<file path="src/rtl/mips32_prog_loader.sv">
// mips32_prog_loader: streams a segmented program/data image into the MIPS32
// core's unified memory, keeps the core halted while loading, then pulses a
// PC load and releases it. Returns to loading when the core reports HALTED.
//
// Ports:
//   clk1, rst            clock, asynchronous active-high reset
//   s_valid/s_ready      input word handshake
//   s_data, s_last       header/body word; s_last marks the end of the image
//   mem_we/addr/wdata    registered memory write port, one strobe per body word
//   cpu_run              core enable (0 holds the core halted)
//   pc_load, pc_value    one-cycle PC load pulse, value ENTRY_PC
//   cpu_halted           core HALTED level, only observed while running
//   words_loaded         body words written in the current image (saturating)
//   err                  sticky framing error
module mips32_prog_loader #(
  parameter int unsigned ADDR_W   = 10,
  parameter logic [31:0] ENTRY_PC = 32'h0000_0000
) (
  input  logic              clk1,
  input  logic              rst,
  input  logic              s_valid,
  output logic              s_ready,
  input  logic [31:0]       s_data,
  input  logic              s_last,
  output logic              mem_we,
  output logic [ADDR_W-1:0] mem_addr,
  output logic [31:0]       mem_wdata,
  output logic              cpu_run,
  output logic              pc_load,
  output logic [31:0]       pc_value,
  input  logic              cpu_halted,
  output logic [15:0]       words_loaded,
  output logic              err
);

  localparam int unsigned CNT_W = 16;

  typedef enum logic [2:0] {
    ST_HDR     = 3'd0,
    ST_BODY    = 3'd1,
    ST_RELEASE = 3'd2,
    ST_RUN     = 3'd3,
    ST_ERR     = 3'd4
  } state_t;

  state_t             r_state;
  state_t             w_state_nxt;

  logic [ADDR_W-1:0]  r_addr;
  logic [CNT_W-1:0]   r_remain;
  logic               r_mem_we;
  logic [ADDR_W-1:0]  r_mem_addr;
  logic [31:0]        r_mem_wdata;
  logic               r_cpu_run;
  logic               r_pc_load;
  logic [CNT_W-1:0]   r_words;
  logic               r_err;

  logic               w_ready;
  logic               w_hdr_acc;
  logic               w_body_acc;
  logic [CNT_W-1:0]   w_hdr_count;

  assign w_hdr_count = s_data[31:16];

  // State register
  always_ff @(posedge clk1 or posedge rst) begin
    if (rst) r_state <= ST_HDR;
    else     r_state <= w_state_nxt;
  end

  // Next-state logic
  always_comb begin
    w_state_nxt = r_state;
    case (r_state)
      ST_HDR: begin
        if (s_valid) begin
          if (w_hdr_count == '0) begin
            if (s_last) w_state_nxt = ST_RELEASE;
          end else if (s_last) begin
            w_state_nxt = ST_ERR;
          end else begin
            w_state_nxt = ST_BODY;
          end
        end
      end
      ST_BODY: begin
        if (s_valid) begin
          if (r_remain == CNT_W'(1)) w_state_nxt = s_last ? ST_RELEASE : ST_HDR;
          else if (s_last)           w_state_nxt = ST_ERR;
        end
      end
      ST_RELEASE: w_state_nxt = ST_RUN;
      ST_RUN:     if (cpu_halted) w_state_nxt = ST_HDR;
      ST_ERR:     w_state_nxt = ST_ERR;
      default:    w_state_nxt = ST_HDR;
    endcase
  end

  // Handshake decode from the current state
  always_comb begin
    w_ready    = 1'b0;
    w_hdr_acc  = 1'b0;
    w_body_acc = 1'b0;
    case (r_state)
      ST_HDR: begin
        w_ready   = 1'b1;
        w_hdr_acc = s_valid;
      end
      ST_BODY: begin
        w_ready    = 1'b1;
        w_body_acc = s_valid;
      end
      default: ;
    endcase
  end

  // Datapath and registered outputs
  always_ff @(posedge clk1 or posedge rst) begin
    if (rst) begin
      r_addr      <= '0;
      r_remain    <= '0;
      r_mem_we    <= 1'b0;
      r_mem_addr  <= '0;
      r_mem_wdata <= '0;
      r_cpu_run   <= 1'b0;
      r_pc_load   <= 1'b0;
      r_words     <= '0;
      r_err       <= 1'b0;
    end else begin
      r_mem_we  <= w_body_acc;
      r_pc_load <= (w_state_nxt == ST_RELEASE);
      r_cpu_run <= (w_state_nxt == ST_RUN);
      r_err     <= r_err | (w_state_nxt == ST_ERR);

      if (w_hdr_acc) begin
        r_addr   <= s_data[ADDR_W-1:0];
        r_remain <= w_hdr_count;
      end

      if (w_body_acc) begin
        r_mem_addr  <= r_addr;
        r_mem_wdata <= s_data;
        r_addr      <= r_addr + ADDR_W'(1);  // wraps modulo 2^ADDR_W
        r_remain    <= r_remain - CNT_W'(1);
        if (r_words != '1) r_words <= r_words + CNT_W'(1);
      end

      // Core finished: next image starts its count from zero
      if ((r_state == ST_RUN) && cpu_halted) r_words <= '0;
    end
  end

  assign s_ready      = w_ready;
  assign mem_we       = r_mem_we;
  assign mem_addr     = r_mem_addr;
  assign mem_wdata    = r_mem_wdata;
  assign cpu_run      = r_cpu_run;
  assign pc_load      = r_pc_load;
  assign pc_value     = ENTRY_PC;
  assign words_loaded = r_words;
  assign err          = r_err;

endmodule
</file>
<file path="config.mk">
export PLATFORM = sky130hd
export DESIGN_NAME = mips32_prog_loader
export DESIGN_NICKNAME = d
export VERILOG_FILES = /design/src/rtl/mips32_prog_loader.sv
export SDC_FILE = /design/constraint.sdc
export NUM_CORES = 1
export LEC_CHECK = 0
export BUFFER_PORTS_ARGS = -buffer_cell sky130_fd_sc_hd__buf_4
export CORE_UTILIZATION = 40
export CTS_CLUSTER_SIZE = 25
export DETAILED_ROUTE_END_ITERATION = 6
export PLACE_DENSITY_LB_ADDON = 0.25
export SLEW_MARGIN = 0
export SYNTH_ARGS = -nofsm -noshare
export SYNTH_HDL_FRONTEND = slang
export SYNTH_SLANG_ARGS = --single-unit
</file>
<file path="constraint.sdc">
create_clock -name clk1 -period 2.88 [get_ports clk1]
set_input_delay 0.144 -clock clk1 [delete_from_list [all_inputs] [get_ports clk1]]
set_output_delay 0.144 -clock clk1 [all_outputs]
set_load 0.02 [all_outputs]
</file>
==> summary.txt <==
Status
  – Status: complete, no violations

Clocking
  – Root buf cell: clkbuf_16
  – Clock tree buffer depth: 2
  – Resize count post-CTS: 0
  – Total CTS buffers: 9
  – CTS tree: yes
  – Cts hold-fix bufs: 7
  – Clk slew on worst S/H paths: ~0.070 ns
  – Clock Sinks: 91
  – Post-CTS Repair Setup Buffers: 0
  – Worst-Skew Late Latency: 0.34 ns
  – H-tree Lvls: 3

Global routing
  – Grt total ovfl: 0
  – Antenna violations before repair: 0
  – Vias in the first global route: 3,783
  – First-pass GRT wire length: between 15 and 20 mm
  – Largest net degree at the start of global routing: 56
  – GRT Total Usage: 0.195

Placed design
  – Placer Congestion: 0.817
  – PortBufs: 99
  – DP HPWL: 8.09 mm
  – Placed Instance Area: 5470 um^2
  – Placed cells: 758
  – Place WS: ~0.83 ns

STA
  – Rel. slew slack: 0.421
  – Worst Tran Pin Value: 0.861 ns
  – Fmax: 482 MHz
  – Fin. max-slew vios: 0
  – Clock skew: 0.00713 ns
  – Final worst setup slack: 0.805 ns
  – Hold Fails Final Rpt: 0
  – Tcrit/Tclk final: 0.720
  – TNS Setup: 0 ns
  – Setup Viol. Count Final: 0
  – Final min period: 2.07 ns
  – RSZ-0062 raised after global routing: false

Synth
  – Synth Flop Type: dfrtp_1
  – Syn Std Cell Area: between 4000 and 5000 um^2
  – Fraction of registers with async set/reset: 1.00
  – Cells taking the most area after synthesis: dfrtp_1 48%, nand2_1 12%, buf_4 5.3%
  – Mapped Avg Cell Area: 8.81 um^2
  – Post-Syn Instances: 535
  – Number of synthesized flops with an enable pin: 0
  – Most frequent cell after synthesis: nand2_1
  – Sequential cell area fraction in the yosys report: 0.483
  – Yosys cell types: 52
  – Area leader, netlist: dfrtp_1
  – Commonest cells post-synth: 152 x nand2_1, 91 x dfrtp_1, 34 x a21oi_1
  – Yosys top cell area share: 0.483
  – Synth Warn #: 0
  – Flops & latches, synth: 91

Cells and area
  – ANT cells: 0
  – Final net count: 674
  – Post-Layout Cell Count: approximately 780
  – Final instance area: 5870 um^2
  – Area grow syn2layout: 24.4%
  – Layout cells sized above 1: 0.204

Setup path
  – Critical Path, Cell by Cell: or3b_2 > or3_1 > or3_1 > nand3_1
  – Worst reg2reg setup slack: 0.81 ns
  – CP Capture Type: flip-flop
  – Largest fanout on the critical path: 31
  – CP dominant cell by count: or3_1
  – CP startpoint kind: flip-flop
  – Data arrival, critical path: 2.35 ns
  – CP peak stage delay: 0.76 ns
  – Worst R2R Path Depth: 4
  – Critical path type: flip-flop to flip-flop
  – Start of the worst register-to-register path: r_state[2]
  – Slowest-stage cell, CP: or3b_2
  – RR Endpoint: r_remain[15]
  – CP Data Required Time: between 3 and 4 ns

Drt
  – DRT iter0 DRCs: about 370
  – Avg WL per Cell: between 10 and 15 um
  – WL final: roughly 12 mm
  – Top Metal Used: met4
  – Met3 routed WL: 618 um
  – Via count: approximately 4,100
  – Final ANT Viol Nets: 0
  – Vias per cell: 5.31
  – Met1 WL: about 5.5 mm
  – # DRC: 0
  – WL met2: 5.43 mm
  – TritonRoute pass-1 iters: 6

Worst hold path
  – Hold depth: 3
  – Hold Path Sink: mem_wdata[2]
  – Hold crit path type: primary input to flip-flop
  – Start point of the worst hold path: s_data[2]

Power
  – Leak pwr: 2.87 nW
  – Maximum VDD drop: 0.487 mV
  – Post-route total power: 5.89 mW
  – Power per cell area: 1000 nW/um^2

Floorplanning
  – Die ar.: 12,200 um^2
  – Core Box Area: 11,500 um^2
  – IO Count: 132
  – Row count: 39
  – Initial Util: 0.411
  – DIE WIDTH: approximately 110 um
  – Die height: 111 um

Job
  – Max-cap violations: 0
metal layers:
| metal | global-route usage | vias up |
|---|---|---|
| met1 | 0.275 | 1977 |
| li1 | - | 2008 |
| met3 | 0.0412 | 14 |
| met5 | 0 | - |
| met4 | 0.0622 | 0 |
| met2 | 0.299 | 146 |
kinds of logic after synthesis:
logic type,Yosys count,share of synthesized area
AND/OR/NAND/NOR,248,0.251
adder cells (fa/ha/maj),4,0.0106
other,1,0.000795
multiplexers,11,0.0234
AO/OA/AOI/OAI,106,0.142
flip-flops,91,0.483
buffers and inverters,74,0.0897
stage by stage:
| stage | util | hold slack [ns] |
|---|---|---|
| 2_1_floorplan | - | 0.249 |
| 3_3_place_gp | 0.477 | 0.264 |
| 3_5_place_dp | 0.477 | 0.269 |
| 4_1_cts | 0.512 | 0.00364 |
| 5_1_grt | 0.512 | 0.00770 |
| 6_report | 0.512 | 0.00912 |
where the power goes:
group / leakage [nW] / switching (mW) / internal [mW] / total (mW)
registers: 1.13 / 0.426 / 1.78 / 2.21
clock network: 0.156 / 0.516 / 0.773 / 1.29
logic: 1.58 / 1.43 / 0.967 / 2.39
worst max-delay path, delay by kind of cell (launching register included):
kind             cells  cell delay [ns]
AND/OR/NAND/NOR      4             1.55
flip-flops           1             0.47
area by class of cell:
| type | count | area [um^2] |
|---|---|---|
| clock buffers | 10 | 229 |
| clock inverters | 6 | 96.3 |
| fillers | 1041 | 5600 |
| inverters | 16 | 62.6 |
| multi-input cells | 401 | 2140 |
| flip-flops and latches | 91 | 2280 |
| well taps | 143 | 179 |
| repair buffers | 114 | 886 |
state kept, by name (all words and copies together), names as in the netlist:
name and flops:
pc_load 1, mem_we 1, mem_addr 10, words_loaded 16, mem_wdata 32, r_state 3
err 1, r_addr 10, cpu_run 1, r_remain 16
cell usage in the layout, fill, tap and decap left out, types with 11 or more instances in the layout:
master / netlist / layout
a21oi_1: 34 / 34
nand3_1: 16 / 16
buf_4: 33 / 106
inv_1: 15 / 14
conb_1: 1 / 32
dfrtp_1: 91 / 91
nor2_1: 13 / 13
mux2i_1: 11 / 11
o21ai_0: 23 / 23
nand2_1: 152 / 152
worst max-delay path by stage:
stage | start | endpoint | slack, ns | cells after the start
final | r_state[2] | r_remain[15] | 0.81 | 4
after global routing | r_state[2] | r_remain[15] | 0.70 | 4
after CTS | r_state[2] | r_addr[9] | 0.82 | 4
after detailed placement | r_state[2] | r_addr[9] | 0.83 | 4
after global placement | r_state[2] | r_remain[15] | 0.86 | 4
after floorplan | rst | cpu_run | 0.37 | 1
(Power assumes the default switching activity.)
